===== src/rtl/wr_pntrs_and_full_pkg.sv =====
// Shared FIFO helpers: default geometry and width-generic Gray/binary conversion.
// Values up to CODE_W bits are coded; callers cast to their own pointer width.
package fifo_pkg;

    localparam int DEF_AWIDTH      = 3;
    localparam int DEF_SYNC_STAGES = 2;
    localparam int CODE_W          = 32;

    function automatic logic [CODE_W-1:0] bin2gray(input logic [CODE_W-1:0] bin);
        return bin ^ (bin >> 1);
    endfunction

    // Each binary bit is the XOR of all Gray bits at or above it.
    function automatic logic [CODE_W-1:0] gray2bin(input logic [CODE_W-1:0] gray);
        logic [CODE_W-1:0] bin;
        bin = '0;
        for (int i = 0; i < CODE_W; i++) begin
            bin[i] = ^(gray >> i);
        end
        return bin;
    endfunction

endpackage


===== src/rtl/wr_pntrs_and_full_if.sv =====
// Write-side bus of the dual-clock FIFO: producer request, read-pointer input,
// RAM write port and status flags.
interface wr_pntrs_and_full_if
    import fifo_pkg::*;
#(
    parameter int AWIDTH = DEF_AWIDTH
);
    logic              wr_req_i;
    logic [AWIDTH:0]   rd_pntr_gray_i;
    logic [AWIDTH-1:0] wr_pntr_o;
    logic              wr_en_o;
    logic [AWIDTH:0]   wr_pntr_gray_rd_o;
    logic              wr_full_o;
    logic [AWIDTH:0]   wr_usedw_o;
    logic              wr_almost_full_o;

    modport master (
        output wr_req_i, rd_pntr_gray_i,
        input  wr_pntr_o, wr_en_o, wr_pntr_gray_rd_o, wr_full_o, wr_usedw_o, wr_almost_full_o
    );

    modport slave (
        input  wr_req_i, rd_pntr_gray_i,
        output wr_pntr_o, wr_en_o, wr_pntr_gray_rd_o, wr_full_o, wr_usedw_o, wr_almost_full_o
    );

endinterface


===== src/rtl/wr_pntrs_and_full_gray_sync.sv =====
// Multi-flop synchroniser for a Gray-coded pointer crossing clock domains,
// with synchronous clear. Shared by both FIFO sides.
module gray_sync
    import fifo_pkg::*;
#(
    parameter int WIDTH  = DEF_AWIDTH + 1,
    parameter int STAGES = DEF_SYNC_STAGES
) (
    input  logic             clk,
    input  logic             sclr,
    input  logic [WIDTH-1:0] d,
    output logic [WIDTH-1:0] q
);

    logic [WIDTH-1:0] chain [STAGES];

    always_ff @(posedge clk) begin
        if (sclr) begin
            for (int i = 0; i < STAGES; i++) begin
                chain[i] <= '0;
            end
        end else begin
            chain[0] <= d;
            for (int i = 1; i < STAGES; i++) begin
                chain[i] <= chain[i-1];
            end
        end
    end

    assign q = chain[STAGES-1];

endmodule


===== src/rtl/wr_pntrs_and_full.sv =====
// Write-domain pointer, full and fill-level logic of the dual-clock FIFO.
// Define WR_ALMOST_FULL_EN to build the registered almost-full flag; otherwise it is tied low.
module wr_pntrs_and_full
    import fifo_pkg::*;
#(
    parameter int AWIDTH      = DEF_AWIDTH,
    parameter int SYNC_STAGES = DEF_SYNC_STAGES,
    parameter int ALMOST_FULL = 2**AWIDTH - 2
) (
    input  logic               wr_clk_i,
    input  logic               sclr_i,
    wr_pntrs_and_full_if.slave bus
);

    if (AWIDTH < 2 || SYNC_STAGES < 2 || ALMOST_FULL < 0 || ALMOST_FULL > 2**AWIDTH) begin : g_bad_params
        $error("wr_pntrs_and_full: AWIDTH/SYNC_STAGES must be >= 2 and ALMOST_FULL within 0..depth");
    end

    logic [AWIDTH:0] wr_pntr_bin;
    logic [AWIDTH:0] next_bin;
    logic [AWIDTH:0] next_gray;
    logic [AWIDTH:0] rd_gray_s;
    logic [AWIDTH:0] rd_bin_s;
    logic [AWIDTH:0] level_next;
    logic            accept;
    logic            full_next;

    gray_sync #(
        .WIDTH  (AWIDTH + 1),
        .STAGES (SYNC_STAGES)
    ) u_rd_sync (
        .clk  (wr_clk_i),
        .sclr (sclr_i),
        .d    (bus.rd_pntr_gray_i),
        .q    (rd_gray_s)
    );

    assign accept     = bus.wr_req_i & ~bus.wr_full_o;
    assign next_bin   = wr_pntr_bin + (AWIDTH+1)'(accept);
    assign next_gray  = (AWIDTH+1)'(bin2gray(CODE_W'(next_bin)));
    assign rd_bin_s   = (AWIDTH+1)'(gray2bin(CODE_W'(rd_gray_s)));
    assign level_next = next_bin - rd_bin_s;

    // Full when the write pointer is exactly one lap ahead of the synchronised read pointer.
    assign full_next = (next_gray == {~rd_gray_s[AWIDTH:AWIDTH-1], rd_gray_s[AWIDTH-2:0]});

    assign bus.wr_pntr_o = wr_pntr_bin[AWIDTH-1:0];
    assign bus.wr_en_o   = accept & ~sclr_i;

    always_ff @(posedge wr_clk_i) begin
        if (sclr_i) begin
            wr_pntr_bin           <= '0;
            bus.wr_pntr_gray_rd_o <= '0;
            bus.wr_full_o         <= 1'b0;
            bus.wr_usedw_o        <= '0;
        end else begin
            wr_pntr_bin           <= next_bin;
            bus.wr_pntr_gray_rd_o <= next_gray;
            bus.wr_full_o         <= full_next;
            bus.wr_usedw_o        <= level_next;
        end
    end

`ifdef WR_ALMOST_FULL_EN
    localparam logic [AWIDTH:0] AF_LEVEL = (AWIDTH+1)'(ALMOST_FULL);

    always_ff @(posedge wr_clk_i) begin
        if (sclr_i) begin
            bus.wr_almost_full_o <= 1'b0;
        end else begin
            bus.wr_almost_full_o <= (level_next >= AF_LEVEL);
        end
    end
`else
    assign bus.wr_almost_full_o = 1'b0;
`endif

endmodule


===== src/flat_wrapper.sv =====
// flat-port wrapper written by rule: the top's interface ports become plain ports
module wr_pntrs_and_full_flat import fifo_pkg::*;
#(
    parameter int AWIDTH      = DEF_AWIDTH,
    parameter int SYNC_STAGES = DEF_SYNC_STAGES,
    parameter int ALMOST_FULL = 2**AWIDTH - 2
)
  (wr_clk_i, sclr_i, bus_wr_req_i, bus_rd_pntr_gray_i, bus_wr_pntr_o, bus_wr_en_o, bus_wr_pntr_gray_rd_o, bus_wr_full_o, bus_wr_usedw_o, bus_wr_almost_full_o);
  wr_pntrs_and_full_if #(.AWIDTH(AWIDTH)) bus_i ();
  input  logic wr_clk_i;
  input  logic sclr_i;
  input wire logic [$bits(bus_i.wr_req_i)-1:0] bus_wr_req_i;
  input wire logic [$bits(bus_i.rd_pntr_gray_i)-1:0] bus_rd_pntr_gray_i;
  output wire logic [$bits(bus_i.wr_pntr_o)-1:0] bus_wr_pntr_o;
  output wire logic [$bits(bus_i.wr_en_o)-1:0] bus_wr_en_o;
  output wire logic [$bits(bus_i.wr_pntr_gray_rd_o)-1:0] bus_wr_pntr_gray_rd_o;
  output wire logic [$bits(bus_i.wr_full_o)-1:0] bus_wr_full_o;
  output wire logic [$bits(bus_i.wr_usedw_o)-1:0] bus_wr_usedw_o;
  output wire logic [$bits(bus_i.wr_almost_full_o)-1:0] bus_wr_almost_full_o;
  assign bus_i.wr_req_i = bus_wr_req_i;
  assign bus_i.rd_pntr_gray_i = bus_rd_pntr_gray_i;
  assign bus_wr_pntr_o = bus_i.wr_pntr_o;
  assign bus_wr_en_o = bus_i.wr_en_o;
  assign bus_wr_pntr_gray_rd_o = bus_i.wr_pntr_gray_rd_o;
  assign bus_wr_full_o = bus_i.wr_full_o;
  assign bus_wr_usedw_o = bus_i.wr_usedw_o;
  assign bus_wr_almost_full_o = bus_i.wr_almost_full_o;
  wr_pntrs_and_full #(.AWIDTH(AWIDTH), .SYNC_STAGES(SYNC_STAGES), .ALMOST_FULL(ALMOST_FULL)) u_core (.wr_clk_i(wr_clk_i), .sclr_i(sclr_i), .bus(bus_i));
endmodule

===== config.mk =====
export PLATFORM = sky130hd
export DESIGN_NAME = wr_pntrs_and_full_flat
export DESIGN_NICKNAME = d
export VERILOG_FILES = /design/src/rtl/wr_pntrs_and_full_pkg.sv /design/src/rtl/wr_pntrs_and_full_if.sv /design/src/rtl/wr_pntrs_and_full_gray_sync.sv /design/src/rtl/wr_pntrs_and_full.sv /design/src/flat_wrapper.sv
export SDC_FILE = /design/constraint.sdc
export NUM_CORES = 1
export LEC_CHECK = 0
export CORE_MARGIN = 2
export CORE_UTILIZATION = 42
export DETAILED_ROUTE_END_ITERATION = 6
export PLACE_DENSITY = 0.82
export SLEW_MARGIN = 20
export SYNTH_ARGS = -nofsm -noshare
export SYNTH_HDL_FRONTEND = slang
export SYNTH_SLANG_ARGS = --single-unit

===== constraint.sdc =====
create_clock -name wr_clk_i -period 2.1 [get_ports wr_clk_i]
set_input_delay 0.315 -clock wr_clk_i [delete_from_list [all_inputs] [get_ports wr_clk_i]]
set_output_delay 0.315 -clock wr_clk_i [all_outputs]
set_load 0.02 [all_outputs]

After elaboration in Yosys (flattened, before gate mapping)
Memory sizes are Yosys's and may differ from the RTL's.
Index checks and enable logic that the tools add are counted.
{"block": "word_totals", "register_bits": 13, "mem_bits_rw": 8, "out_inout_bits": 14, "word_cells": 25, "mem_count": 1}
{"block": "op_classes", "add_sub_neg": 2, "n_eq_ne": 1, "n_mux": 5, "bitwise": 8, "reduce_logical": 4}
{"memory": "u_core.u_rd_sync.chain", "depth": 2, "word_bits": 4, "rd": 2, "rd_ports_with_merged_regs": 0, "wr": 2, "line": "wr_pntrs_and_full_gray_sync.sv:15", "text": "logic [WIDTH-1:0] chain [STAGES];"}
{"op": "32-bit XOR reduction", "count": 4}
{"op": "4-bit 2-to-1 mux", "count": 2}
{"op": "4-bit by 1-bit adder with 4-bit output", "count": 1}
{"op": "4-bit equality test", "count": 1}
{"op": "4-bit subtractor", "count": 1}
{"op": "4-bit by 3-bit bitwise XOR with 4-bit output", "count": 1}
{"op": "1-bit 2-to-1 mux", "count": 3}
{"op": "1-bit bitwise AND", "count": 2}
{"op": "1-bit inverter", "count": 2}
{"op": "2-bit inverter", "count": 1}
{"op": "1-bit bitwise OR", "count": 2}

Logic depth before layout (Yosys ltp)
Gate-level depths: netlist (run 1).
{"block": "depth", "word_depth": 5, "depth_mapped": 8, "mapped_depth_nobuf": 8}

Modules after synthesis
Synthesis (run 1) repeated with hierarchy kept, for this count alone.
{"block": "hier_totals", "cells_unflattened": 82, "area_unflattened_um2": 882.1}
{"mod": "wr_pntrs_and_full", "instances": 1, "cells_per_inst": 62, "area_per_inst_um2": 641.9, "seq_area_each_um2": 240.2}
{"mod": "gray_sync", "instances": 1, "cells_per_inst": 20, "area_per_inst_um2": 240.2, "seq_area_each_um2": 160.2}

Least setup slack after synthesis (run 1)
OpenSTA, ideal clock, no wires.
{"block": "synth_timing", "path_type": "reg2reg", "startpoint": "reg u_core.bus.wr_full_o", "endpoint": "reg u_core.bus.wr_usedw_o[2]", "t_arrival_ps": 2102, "required_ps": 1979, "path_slack_ps": -123, "stages_incl_launch_ff": 9, "synth_period_minus_slack_ps": 2223, "cell_sequence": "dfxtp_1 -> nor2b_1 -> ha_1 -> ha_1 -> clkbuf_1 -> xor2_1 -> ha_1 -> mux2i_1 -> mux2_2"}
{"block": "synth_between", "elab_chain_cells": 4}
{"item": "from (decl)", "line": "wr_pntrs_and_full_if.sv:24", "text": "output wr_pntr_o, wr_en_o, wr_pntr_gray_rd_o, wr_full_o, wr_usedw_o, wr_almost_full_o"}
{"item": "from (signal assigned)", "line": "wr_pntrs_and_full.sv:59", "text": "bus.wr_full_o <= full_next;"}
{"item": "1-bit inverter", "line": "wr_pntrs_and_full.sv:38", "text": "assign accept = bus.wr_req_i & ~bus.wr_full_o;"}
{"item": "1-bit bitwise AND", "line": "wr_pntrs_and_full.sv:38"}
{"item": "4-bit by 1-bit adder with 4-bit output", "line": "wr_pntrs_and_full.sv:39", "text": "assign next_bin = wr_pntr_bin + (AWIDTH+1)'(accept);"}
{"item": "via u_core.next_bin[1]", "line": "wr_pntrs_and_full.sv:20", "text": "logic [AWIDTH:0] next_bin;"}
{"item": "4-bit subtractor", "line": "wr_pntrs_and_full.sv:42", "text": "assign level_next = next_bin - rd_bin_s;"}
{"item": "to (signal assigned)", "line": "wr_pntrs_and_full.sv:60", "text": "bus.wr_usedw_o <= level_next;"}
{"item": "to (decl)", "line": "wr_pntrs_and_full_if.sv:24"}
The timed path passes the listed nets, and every way through them passes these cells.
A chain may end at the register's enable or synchronous reset.

Worst setup path in the final report (run 1)
{"block": "layout_timing", "startpoint": "in bus_wr_req_i", "endpoint": "reg u_core.bus.wr_usedw_o[3]"}
{"block": "layout_between", "elab_chain_cells": 3}
{"item": "from (decl)", "line": "flat_wrapper.sv:12", "text": "input wire logic [$bits(bus_i.wr_req_i)-1:0] bus_wr_req_i;"}
{"item": "1-bit bitwise AND", "line": "wr_pntrs_and_full.sv:38"}
{"item": "4-bit by 1-bit adder with 4-bit output", "line": "wr_pntrs_and_full.sv:39"}
{"item": "via u_core.next_bin[0]", "line": "wr_pntrs_and_full.sv:20"}
{"item": "4-bit subtractor", "line": "wr_pntrs_and_full.sv:42"}
The timed path passes the listed nets, and every way through them passes these cells.

==> results of run 1 <==
-- power breakdown --
group	switching, uW	internal (uW)	leakage, uW	total, uW
Combinational	121	149	0.000323	269
Sequential	14.2	411	0.000166	425
Clock	127	193	0.0000279	320
Total	262	753	0.000516	1010
-- cell usage in the layout, fill, tap and decap left out, types with 3 or more instances in the layout --
| master | netlist | layout |
|---|---|---|
| clkdlybuf4s50_1 | 0 | 18 |
| nand3_1 | 3 | 3 |
| buf_4 | 1 | 11 |
| nor2b_1 | 13 | 12 |
| dfxtp_1 | 20 | 18 |
| xnor2_1 | 8 | 7 |
| clkbuf_4 | 0 | 3 |
| nor2_1 | 10 | 10 |
| xor2_1 | 5 | 3 |
-- state kept, by name, summed over array words and instances (netlist names) --
register                      count
u_core.bus.wr_full_o              1
u_core.bus.wr_pntr_gray_rd_o      3
u_core.bus.wr_usedw_o             4
u_core.u_rd_sync.chain            8
u_core.wr_pntr_bin                4
-- layout make-up --
class                      instances  area (um2)  share of cell area [%]
timing repair buffer              30         275                    21.4
sequential                        20         403                    31.4
inverter                           2        7.51                   0.584
tap                               27        33.8                    2.63
clock buffer                       3        22.5                    1.75
multi-input combinational         59         513                    39.9
clock inverter                     1        30.0                    2.34
-- per-stage QoR --
stage               total power [uW]  cells  utilization (%)
finish                          1010    142             66.2
global route                    1070    142             66.2
CTS                             1010    142             64.9
detailed placement               669    138             59.3
floorplan                        571     85                -
global placement                 663    138             59.3
-- final timing paths --
kind | start | end | cells past startpoint
worst max-delay path | bus_wr_req_i | u_core.bus.wr_usedw_o[3]$_SDFF_PP0_ | 9
worst min-delay path | u_core.u_rd_sync.chain[0][2]$_SDFF_PP0_ | u_core.u_rd_sync.chain[0][6]$_SDFF_PP0_ | 1
worst max register to register | u_core.u_rd_sync.chain[0][6]$_SDFF_PP0_ | u_core.bus.wr_usedw_o[3]$_SDFF_PP0_ | 8
worst min register to register | u_core.u_rd_sync.chain[0][2]$_SDFF_PP0_ | u_core.u_rd_sync.chain[0][6]$_SDFF_PP0_ | 1
-- worst max-delay path, delay by kind of cell --
family	cells	cell delay (ns)
adder cells (fa/ha/maj)	3	0.78
buffers and inverters	2	0.45
AND/OR/NAND/NOR	2	0.31
multiplexers	1	0.31
AO/OA/AOI/OAI	1	0.07
-- per-layer routing --
metal,up-vias,global-route usage [%]
li1,327,-
met1,316,17.9
met2,25,28.4
met3,8,4.29
met4,0,11.9
met5,-,0
-- logic make-up after synthesis --
family | Yosys count
XOR/XNOR | 14
other | 1
AO/OA/AOI/OAI | 3
AND/OR/NAND/NOR | 32
multiplexers | 4
flip-flops | 20
adder cells (fa/ha/maj) | 5
buffers and inverters | 6
-- what timing repair did --
action | in CTS | in global routing
endpoints found under the setup margin | 3 | 2
endpoints found under the hold margin | 0 | 0
setup buffers | 0 | 0
pin swaps | 1 | 4
gates resized for setup | 12 | 7
==> impl_metrics.tcl, run 1 <==
set metrics [dict create \
    gp_congestion 0.788 \
    hold_viol 0 \
    die_area_mm2 0.00242 \
    synth_enable_flop_cells 0 \
    dpl_cell_area_mm2 0.00115 \
    grt_pass1_wl_um 2970 \
    slew_violations 0 \
    cts_buffers 3 \
    muxShareOfSynthArea_pct 5.11 \
    clock-sinks 20 \
    syn_nets 96 \
    avgSynthCellArea_um2 10.1 \
    start_kind "input pin" \
    routed-wl-met3_um 89 \
    min_path_type "register to register" \
    synth_area_leader_cell "dfxtp_1" \
    synth-seq-cells 20 \
    antenna_found_initial 0 \
    grt_max_degree 22 \
    synth_common_cells "dfxtp_1 (20), nor2b_1 (13), nor2_1 (10)" \
    start_util_pct 44.1 \
    top_layer_used "met4" \
    leakage_uw 0.000516 \
    track_usage_pct 16.7 \
    drive_above_1_share_pct 29.6 \
    synth_compound_area_share_pct 2.92 \
    synth_cells 85 \
    design_area_mm2 0.00128 \
    htree_levels 1 \
    synth_fa_ha_area_share_pct 7.01 \
    ys.flop_type "dfxtp_1" \
    place_hpwl_um 1220 \
    syn_area_um2 857 \
    path_max_fanout 2 \
    path_cells "clkdlybuf4s50_1 > nor2b_2 > ha_4 > inv_1 > ha_2 > nand2b_4 > maj3_2 > o21ai_2 > mux2_4" \
    clock.fmax_mhz 494 \
    first_pass_iters 6 \
    status "completed" \
    tns_ns 0 \
    yosys.area_share.simple_pct 19.6 \
    vias 676 \
    die_x_um 49.2 \
    critPathCaptureType "register" \
    synth_top_area_share_pct 46.7 \
    fin_crit_ns 2.02 \
    slowest_stage "clkdlybuf4s50_1" \
    yosysMostFrequentCell "dfxtp_1" \
    synth.area.top_cells "dfxtp_1 (47%), nor2b_1 (9.5%), xnor2_1 (8.2%)" \
    clk_pin_slew_ns 0.12 \
    coreArea_mm2 0.00194 \
    whs_ns 0.441 \
    async_flop_share_pct 0 \
    ant_nets 0 \
    dieHeight_um 49.2 \
    totalWireLength_um 1770 \
    synth_warnings 0 \
    cts_root_buf "clkbuf_4" \
    detail_route.vias_per_cell 4.76 \
    crit_type "input pin to register" \
    fin_skew_ns 0.00718 \
    cp_slowest_stage_delay_ns 0.40 \
    m1WireLength_um 683 \
    power_density_mw_per_mm2 789 \
    yosysUniqueCellTypes 23 \
    rows 16 \
    arrival_ns 2.23 \
    layout.nets 127 \
    reg2reg_slack_ns 0.10 \
    io_pins 21 \
    layout_setup_ws_ns 0.0751 \
    grt_pass1_vias 672 \
    diodes 0 \
    clk_path_buf_depth 2 \
    io_buffers 19 \
    post-place-ws_ns -0.426 \
    area_delta_synth_final_pct 49.9 \
    tritoncts "done" \
    setup_viol 0 \
    drt_first_iter_violations 7 \
    post-route-period-util_pct 96.4 \
    synth_top_family_by_area "simple AND/OR/NAND/NOR gates" \
    grt_overflow 0 \
    wl_per_cell_um 12.5 \
    peakVddDrop_mv 0.474 \
    max_cap_viol_count 0 \
    synth_xor_area_share_pct 15.2 \
    required_ns 2.31 \
    fillers 161 \
    ys_seq_area_share_pct 46.7 \
    hold_buffers 0 \
    drcViolationCount 0 \
    wl_met2_um 947 \
    clock_latency_ns 0.31 \
]
No activity file was read; power rests on OpenSTA's default activity.
==> run 2: changes to the inputs <==
Settings changed: MAX_ROUTING_LAYER set to met4.
==> run 2 against run 1 <==
- count of clock-buffer cells in the layout stayed put
- utilization up 0.26 points
- non-clock buffer count is the same
- sequential power about the same
- sequential share of layout area fell by 0.12 points
- register-to-register slack about the same
- design area is 0.39% higher
- first-iteration DRC count up 14%
- worst hold slack about the same
- die area unchanged
- combinational power is essentially flat
- critical endpoint unchanged
- largest power group unchanged
- highest routed layer unchanged
==> impl_metrics.tcl, run 2 (synthesis results as in run 1) <==
set metrics [dict create \
    place_hpwl_um 1220 \
    peakVddDrop_mv 0.473 \
    start_kind "register" \
    min_path_cells 1 \
    track_usage_pct 17.0 \
    htree_levels 1 \
    slew_violations 0 \
    coreArea_mm2 0.00194 \
    io_pins 21 \
    tritoncts "done" \
    top_register "u_core.u_rd_sync.chain" \
    p_int_uw 753 \
    rr_startpoint "u_core.u_rd_sync.chain[0][6]$_SDFF_PP0_" \
    dpl_cell_area_mm2 0.00115 \
    drt_first_iter_violations 8 \
    gp_congestion 0.799 \
    path_cells "xor2_2 > xnor2_2 > xnor2_1 > ha_2 > nand2b_4 > maj3_2 > o21ai_2 > mux2_4" \
    cp_slowest_stage_delay_ns 0.36 \
    cts_buffers 3 \
    area_delta_synth_final_pct 50.5 \
    grt_pass1_vias 675 \
    vias 669 \
    rsz0062_at_grt "false" \
    first_pass_iters 4 \
    drive_above_1_share_pct 29.6 \
    combPwrFrac_pct 26.6 \
    cts_root_buf "clkbuf_4" \
    min_to "u_core.u_rd_sync.chain[0][6]$_SDFF_PP0_" \
    ant_nets 0 \
    clk_pin_slew_ns 0.12 \
    seq_power_share_pct 41.9 \
    detail_route.vias_per_cell 4.71 \
    r2r-end "u_core.bus.wr_usedw_o[3]$_SDFF_PP0_" \
    post_cts_buffers 0 \
    rr_worst_depth 8 \
    clk_path_buf_depth 2 \
    crit_type "register to register" \
    fin_crit_ns 1.99 \
    die_x_um 49.2 \
    max_cap_viol_count 0 \
    arrival_ns 2.20 \
    die_area_mm2 0.00242 \
    clock.fmax_mhz 503 \
    largestRegisters "u_core.u_rd_sync.chain (8), u_core.bus.wr_usedw_o (4), u_core.wr_pntr_bin (4)" \
    min_path_type "register to register" \
    final_cell_mix "clkdlybuf4s50_1 (18), dfxtp_1 (18), nor2b_1 (12)" \
    p_sw_share_pct 25.8 \
    pwr-share-clk_pct 31.5 \
    grt_overflow 0 \
    reg2reg_slack_ns 0.11 \
    power_density_mw_per_mm2 787 \
    critPathCaptureType "register" \
    diodes 0 \
    setup_viol 0 \
    required_ns 2.31 \
    wl_per_cell_um 12.6 \
    layout.nets 127 \
    hold_viol 0 \
    grt_max_degree 22 \
    path_max_fanout 2 \
    dieHeight_um 49.2 \
    min_from "u_core.u_rd_sync.chain[0][2]$_SDFF_PP0_" \
    clock_latency_ns 0.31 \
    totalWireLength_um 1790 \
    clock-sinks 20 \
    design_area_mm2 0.00129 \
    antenna_found_initial 0 \
    slowest_stage "dfxtp_2" \
    fin_skew_ns 0.00790 \
    post-route-period-util_pct 94.7 \
    io_buffers 19 \
    fillers 161 \
    start_util_pct 44.1 \
    rows 16 \
    status "completed" \
    leakage_uw 0.000521 \
    p_sw_uw 261 \
    largest_reg_flops 8 \
    drcViolationCount 0 \
    whs_ns 0.440 \
    grt_pass1_wl_um 2950 \
]
[run 2: power groups by stage]
stage          logic, uW  registers (uW)  clock network [uW]
4_1_cts              262             424                 329
6_report             270             425                 320
3_3_place_gp         233             430                   0
5_1_grt              292             429                 346
3_5_place_dp         238             431                   0
2_1_floorplan        109             462                   0
[run 2: how the worst max path moves through the flow]
stage                                                  startpoint                             endpoint  depth (start not counted)
after global routing      u_core.u_rd_sync.chain[0][6]$_SDFF_PP0_  u_core.bus.wr_usedw_o[2]$_SDFF_PP0_                          8
after global placement                               bus_wr_req_i  u_core.bus.wr_usedw_o[3]$_SDFF_PP0_                          9
after CTS                                            bus_wr_req_i  u_core.bus.wr_usedw_o[3]$_SDFF_PP0_                          9
after floorplan                   u_core.bus.wr_full_o$_SDFF_PP0_  u_core.bus.wr_usedw_o[2]$_SDFF_PP0_                          8
final                     u_core.u_rd_sync.chain[0][6]$_SDFF_PP0_  u_core.bus.wr_usedw_o[3]$_SDFF_PP0_                          8
after detailed placement                             bus_wr_req_i  u_core.bus.wr_usedw_o[3]$_SDFF_PP0_                          9
[run 2: timing repair]
action / CTS / global route
hold buffers: 0 / 0
resized for setup: 12 / 8
hold endpoints to repair: 0 / 0
pin swaps: 1 / 5
setup endpoints to repair: 3 / 2
[run 2: metrics by stage]
stage / total power, uW / setup WS [ns] / util (%) / TNS (ns) / instances
floorplan: 571 / -0.0238 / - / -0.0238 / 85
global placement: 663 / -0.361 / 59.3 / -0.958 / 138
detailed placement: 669 / -0.426 / 59.3 / -1.24 / 138
CTS: 1010 / 0.0286 / 64.9 / 0 / 142
global route: 1070 / 0.0244 / 66.4 / 0 / 142
finish: 1010 / 0.111 / 66.4 / 0 / 142
[run 2: area by class of cell]
cell class	instances	area (um2)	share of cell area (%)
Timing Repair Buffer	30	275	21.3
Sequential cell	20	403	31.2
Clock inverter	1	30.0	2.33
Multi-Input combinational cell	59	518	40.2
Inverter	2	7.51	0.582
Tap cell	27	33.8	2.62
Clock buffer	3	22.5	1.75
[run 2: critical path: cells and delay by family (launching register included)]
kind,cells,cell delay [ns]
simple gates,1,0.14
fa+ha+maj,2,0.51
mux,1,0.31
compound gates,1,0.07
xor+xnor,3,0.50
flops,1,0.36
[run 2: per-layer routing]
metal  share of wire [%]  track usage [%]
met5                   0                -
met4                 5.0             11.9
met3                 5.0             3.37
met2                  53             28.4
met1                  37             17.9
==> patch 1, RTL diff (flow settings as in run 1) <==
`DEF_SYNC_STAGES`: 2 -> 4.
--- a/src/rtl/wr_pntrs_and_full_pkg.sv
+++ b/src/rtl/wr_pntrs_and_full_pkg.sv
@@ -3,7 +3,7 @@
 package fifo_pkg;
 
     localparam int DEF_AWIDTH      = 3;
-    localparam int DEF_SYNC_STAGES = 2;
+    localparam int DEF_SYNC_STAGES = 4;
     localparam int CODE_W          = 32;
 
     function automatic logic [CODE_W-1:0] bin2gray(input logic [CODE_W-1:0] bin);
Function: changed (Yosys sat finds a counterexample within 4 cycles, from zero or initial values).
==> patch 1 against run 1 <==
- sequential cell count up 8
- sequential share of layout area up 7.4 points
- routed wire length down 0.85%
- non-clock buffer count unchanged
- worst hold slack better by 0.016 ns
- critical endpoint unchanged
- setup slack better by 0.010 ns
- area after synthesis up 25%
- cell area up 14%
- power up 1.4%
- highest routed layer unchanged
==> patch 1: results (changes against run 1) <==
[setup_path]
worstPathArrival_ns=2.24
crit_slowest_cell=dfxtp_4
critPathMaxFanout=2  ; unchanged
critPathMaxStageDelay_ns=0.38  ; -0.02 ns
r2r_end=u_core.bus.wr_usedw_o[3]
rr_startpoint=u_core.u_rd_sync.chain[3][2]
rrSetupSlack_ns=0.09

[yosys]
yosysSeqAreaShare_pct=52.3  ; +5.6 points
synthAdderAreaFrac_pct=5.61  ; -1.4 points
synthMuxAreaShare_pct=4.09  ; -1.0 points
yosys.cell_types.count=22  ; -4.3%
ys_async_sr_fraction_pct=0  ; unchanged
syn-num-nets=113  ; +18%
synth_compound_area_share_pct=2.34  ; -0.58 points
synth_xor_area_share_pct=12.1  ; -3.0 points
syn_avg_cell_area_um2=10.5  ; +4.1%
ys_top_cells_by_area=dfxtp_1 (52%), nor2b_1 (12%), xnor2_1 (6.5%)
ys.flop_type=dfxtp_1
synth_commonest_cells=dfxtp_1 (28), nor2b_1 (21), nor2_1 (10)

[grt]
grt_pass1_vias=670  ; -0.30%
grt_max_degree=30  ; +36%
track_usage_pct=13.9  ; -2.9 points
grt_pass1_wl_um=2880  ; -2.8%

[route]
dr.pass1.iters=2  ; -4
finalWirelength_um=1760  ; -0.85%
drt_iter0_drc=11  ; +4
wire_per_inst_um=10.9  ; -13%
vias=734  ; +8.6%

[placed_design]
gp_congestion=0.875  ; +11%
dpl.hpwl_um=1350  ; +10%
place_area_mm2=0.00137  ; +19%
port_buffers=19  ; unchanged
place_ws_ns=-0.395  ; +0.0315 ns

[cts]
ctsHtreeMaxLevel=1  ; unchanged
clk_latency_ns=0.32
clk_pin_slew_ns=0.14  ; +0.02 ns
numCtsBuffers=3  ; unchanged

[timing]
timing.hold.ws_ns=0.457  ; +0.0163 ns
finClkSkew_ns=0.00613  ; -0.00105 ns

[outcome]
outcome=finished clean

[final_layout]
antenna-diode-count=0  ; unchanged
design_area_mm2=0.00146  ; +14%
nFillCells=226  ; +40%
top_regs=u_core.u_rd_sync.chain x16, u_core.bus.wr_usedw_o x4, u_core.wr_pntr_bin x4
nets=143  ; +13%
drive_above_1_share_pct=22.1  ; -7.4 points

[worst_hold_path]
holdPathEnd=u_core.u_rd_sync.chain[3][3]
min_path_type=register to register
min_from=u_core.u_rd_sync.chain[2][3]
hold_depth=1  ; unchanged

[power]
power_leakage_nw=0.578  ; +12%
finalPower_mw=1.03  ; +1.4%
internal_power_uw=779  ; +3.5%
ir_worst_vdd_uv=505  ; +6.4%
power_frac_clock_pct=24.6  ; -7.0 points
comb_cell_power_uw=205  ; -24%

[patch 1: worst max path at each step]
stage                                 start                        to  slack, ns
4_1_cts                        bus_wr_req_i  u_core.bus.wr_usedw_o[3]       0.02
2_1_floorplan          u_core.bus.wr_full_o  u_core.bus.wr_usedw_o[2]      -0.02
5_1_grt        u_core.u_rd_sync.chain[3][2]  u_core.bus.wr_usedw_o[3]       0.01
3_5_place_dp                   bus_wr_req_i      u_core.bus.wr_full_o      -0.39
6_report       u_core.u_rd_sync.chain[3][2]  u_core.bus.wr_usedw_o[3]       0.09
3_3_place_gp                   bus_wr_req_i      u_core.bus.wr_full_o      -0.32
[patch 1: area by class of cell]
| type | count | area share, % |
|---|---|---|
| sequential | 28 | 38.8 |
| multi-input combinational | 67 | 37.0 |
| timing repair buffer | 30 | 18.7 |
| tap | 30 | 2.57 |
| clock buffer | 4 | 2.49 |
| inverter | 2 | 0.515 |
[patch 1: critical path: cells and delay by family (launching register included)]
| kind | cells | cell delay (ns) |
|---|---|---|
| multiplexers | 1 | 0.31 |
| adder cells (fa/ha/maj) | 2 | 0.54 |
| XOR/XNOR | 3 | 0.48 |
| AO/OA/AOI/OAI | 1 | 0.08 |
| flip-flops | 1 | 0.38 |
| AND/OR/NAND/NOR | 1 | 0.14 |
[patch 1: routing by layer]
metal	track usage (%)	up-vias	wire (um)
met4	6.25	0	13
met5	0	-	0
met1	14.9	338	727
li1	-	376	-
met2	25.7	18	926
met3	3.01	2	91
[patch 1: what timing repair did]
action                     CTS  global route
resized for setup            9             5
setup endpoints to repair    2             3
buffers inserted             0             0
hold buffers                 0             0
pin swaps                    0             2
==> patch 2, RTL diff (flow settings as in run 1) <==
Made on the original files. Add a define of `WR_ALMOST_FULL_EN`.
--- a/src/rtl/wr_pntrs_and_full.sv
+++ b/src/rtl/wr_pntrs_and_full.sv
@@ -1,5 +1,7 @@
 // Write-domain pointer, full and fill-level logic of the dual-clock FIFO.
 // Define WR_ALMOST_FULL_EN to build the registered almost-full flag; otherwise it is tied low.
+`define WR_ALMOST_FULL_EN
+
 module wr_pntrs_and_full
     import fifo_pkg::*;
 #(
Check against the original RTL: not equivalent (a bounded check fails within 4 cycles, from zero or initial values).
==> patch 2 against run 1 <==
- cell area shrank 3.8%
- non-clock buffer count up 2
- die area decreased by 1.9%
- maximum frequency grew 0.72%
- sequential cell count grew 1
- setup slack better by 0.015 ns
- synthesized cell count is 9.4% lower
- cell count shrank 2.8%
- area after synthesis is 2.0% lower
- critical path depth decreased by 1
- routed wire length is 21% lower
- power is 8.0% lower
- critical path type unchanged
==> patch 2: results (changes against run 1) <==
[cts]
clk_pin_slew_ns=0.11
clockRootBuffer=clkbuf_4
cts_buffer_depth=2  ; unchanged
ctsHtreeMaxLevel=1  ; unchanged
numCtsBuffers=3  ; unchanged
clk_latency_ns=0.30

[timing]
relSlewSlack_pct=83.1
finClkSkew_ns=0.00162  ; -0.00556 ns

[final_layout]
antenna-diode-count=0  ; unchanged
nets=125  ; -1.6%
drive_above_1_share_pct=22.5  ; -7.0 points
nFillCells=163  ; +1.2%
top_regs=u_core.u_rd_sync.chain x8, u_core.bus.wr_pntr_gray_rd_o x4, u_core.bus.wr_usedw_o x4

[route]
finalWirelength_um=1410  ; -21%
vias=620  ; -8.3%
dr.pass1.iters=1  ; -5
drt_iter0_drc=0  ; -7

[grt]
grt_pass1_vias=598  ; -11%
grt_pass1_wl_um=2470  ; -17%
track_usage_pct=13.8  ; -2.9 points
grt_max_degree=21  ; -4.5%
antenna_found_initial=0  ; unchanged

[yosys]
yosysMostFrequentCell=dfxtp_1
ys_top_cells_by_area=dfxtp_1 (50%), ha_1 (7.5%), nor2b_1 (7.5%)
synth-edff-count=0  ; unchanged
ys_async_sr_fraction_pct=0  ; unchanged
yosys.cell_types.count=21  ; -8.7%
synth_commonest_cells=dfxtp_1 (21), nor2b_1 (10), nor2_1 (9)
yosysSeqAreaShare_pct=50.1  ; +3.4 points
ys.warnings.count=0  ; unchanged
syn-num-nets=90  ; -6.3%

[setup_path]
rrSetupSlack_ns=0.15  ; +0.05 ns
critPathMaxStageDelay_ns=0.39
critPathMaxFanout=2  ; unchanged
worstPathArrival_ns=2.22
crit_slowest_cell=clkdlybuf4s50_1
crit_family=adder cells

[placed_design]
port_buffers=20  ; +1
gp_congestion=0.796  ; +1.0%
dpl.hpwl_um=1110  ; -9.3%

[outcome]
outcome=finished clean

[worst_hold_path]
min_path_type=register to register

[power]
power_leakage_nw=0.507  ; -1.7%
ir_worst_vdd_uv=487  ; +2.6%

-- patch 2: cell count changes after synthesis, sizes merged, moves of 2 or more --
cell          run 1  this run
xnor2             9         6
buf               2         0
inv               2         5
nor2b            13        10
mux2              3         0
-- patch 2: stage by stage --
step / instances / total power [mW] / utilization (%) / hold slack (ns) / setup slack, ns
floorplan: 77 / 0.602 / - / 0.414 / 0.0608
global placement: 134 / 0.735 / 60.2 / 0.417 / -0.304
detailed placement: 134 / 0.741 / 60.2 / 0.428 / -0.344
CTS: 138 / 0.933 / 61.5 / 0.457 / 0.0103
global route: 138 / 0.993 / 64.3 / 0.472 / 0.0344
finish: 138 / 0.933 / 64.3 / 0.449 / 0.0896
-- patch 2: final timing paths --
| kind | startpoint | to | cells past startpoint |
|---|---|---|---|
| worst max-delay path | bus_wr_req_i | u_core.bus.wr_almost_full_o | 8 |
| worst min-delay path | u_core.u_rd_sync.chain[0][3] | u_core.u_rd_sync.chain[0][7] | 1 |
| worst max register to register | u_core.u_rd_sync.chain[0][6] | u_core.bus.wr_almost_full_o | 7 |
| worst min register to register | u_core.u_rd_sync.chain[0][3] | u_core.u_rd_sync.chain[0][7] | 1 |
-- patch 2: cell type report --
| cell class | instances | share of cell area [%] |
|---|---|---|
| Multi-Input combinational cell | 49 | 36.1 |
| Sequential cell | 21 | 34.0 |
| Timing Repair Buffer | 32 | 23.5 |
| Tap cell | 27 | 2.73 |
| Clock buffer | 4 | 2.13 |
| Inverter | 5 | 1.52 |
-- patch 2: layer usage --
metal / track usage [%] / up-vias / share of wire (%)
met1: 13.6 / 286 / 39
met3: 3.40 / 5 / 5.3
met4: 10.0 / 0 / 3.0
li1: - / 310 / -
met5: 0 / - / 0
met2: 24.9 / 19 / 53
-- patch 2: kinds of logic after synthesis --
| group | after synthesis | share of synthesized area (%) |
|---|---|---|
| and+or+nand+nor | 26 | 16.2 |
| adders and majority gates | 6 | 9.84 |
| AOI/OAI and AO/OA | 4 | 4.47 |
| xor gates and xnor gates | 13 | 16.2 |
| DFF | 21 | 50.1 |
| buffers and inverters | 7 | 3.13 |
-- patch 2: power breakdown --
part,internal [mW],switching (mW)
Sequential,0.436,0.0138
Clock,0.0741,0.115
Combinational,0.164,0.130
Total,0.674,0.259
-- patch 2: timing repair --
action / in CTS / in global routing
hold buffers: 0 / 0
resized for setup: 1 / 10
setup endpoints to repair: 1 / 4
pin swaps: 0 / 3
buffers inserted: 0 / 0
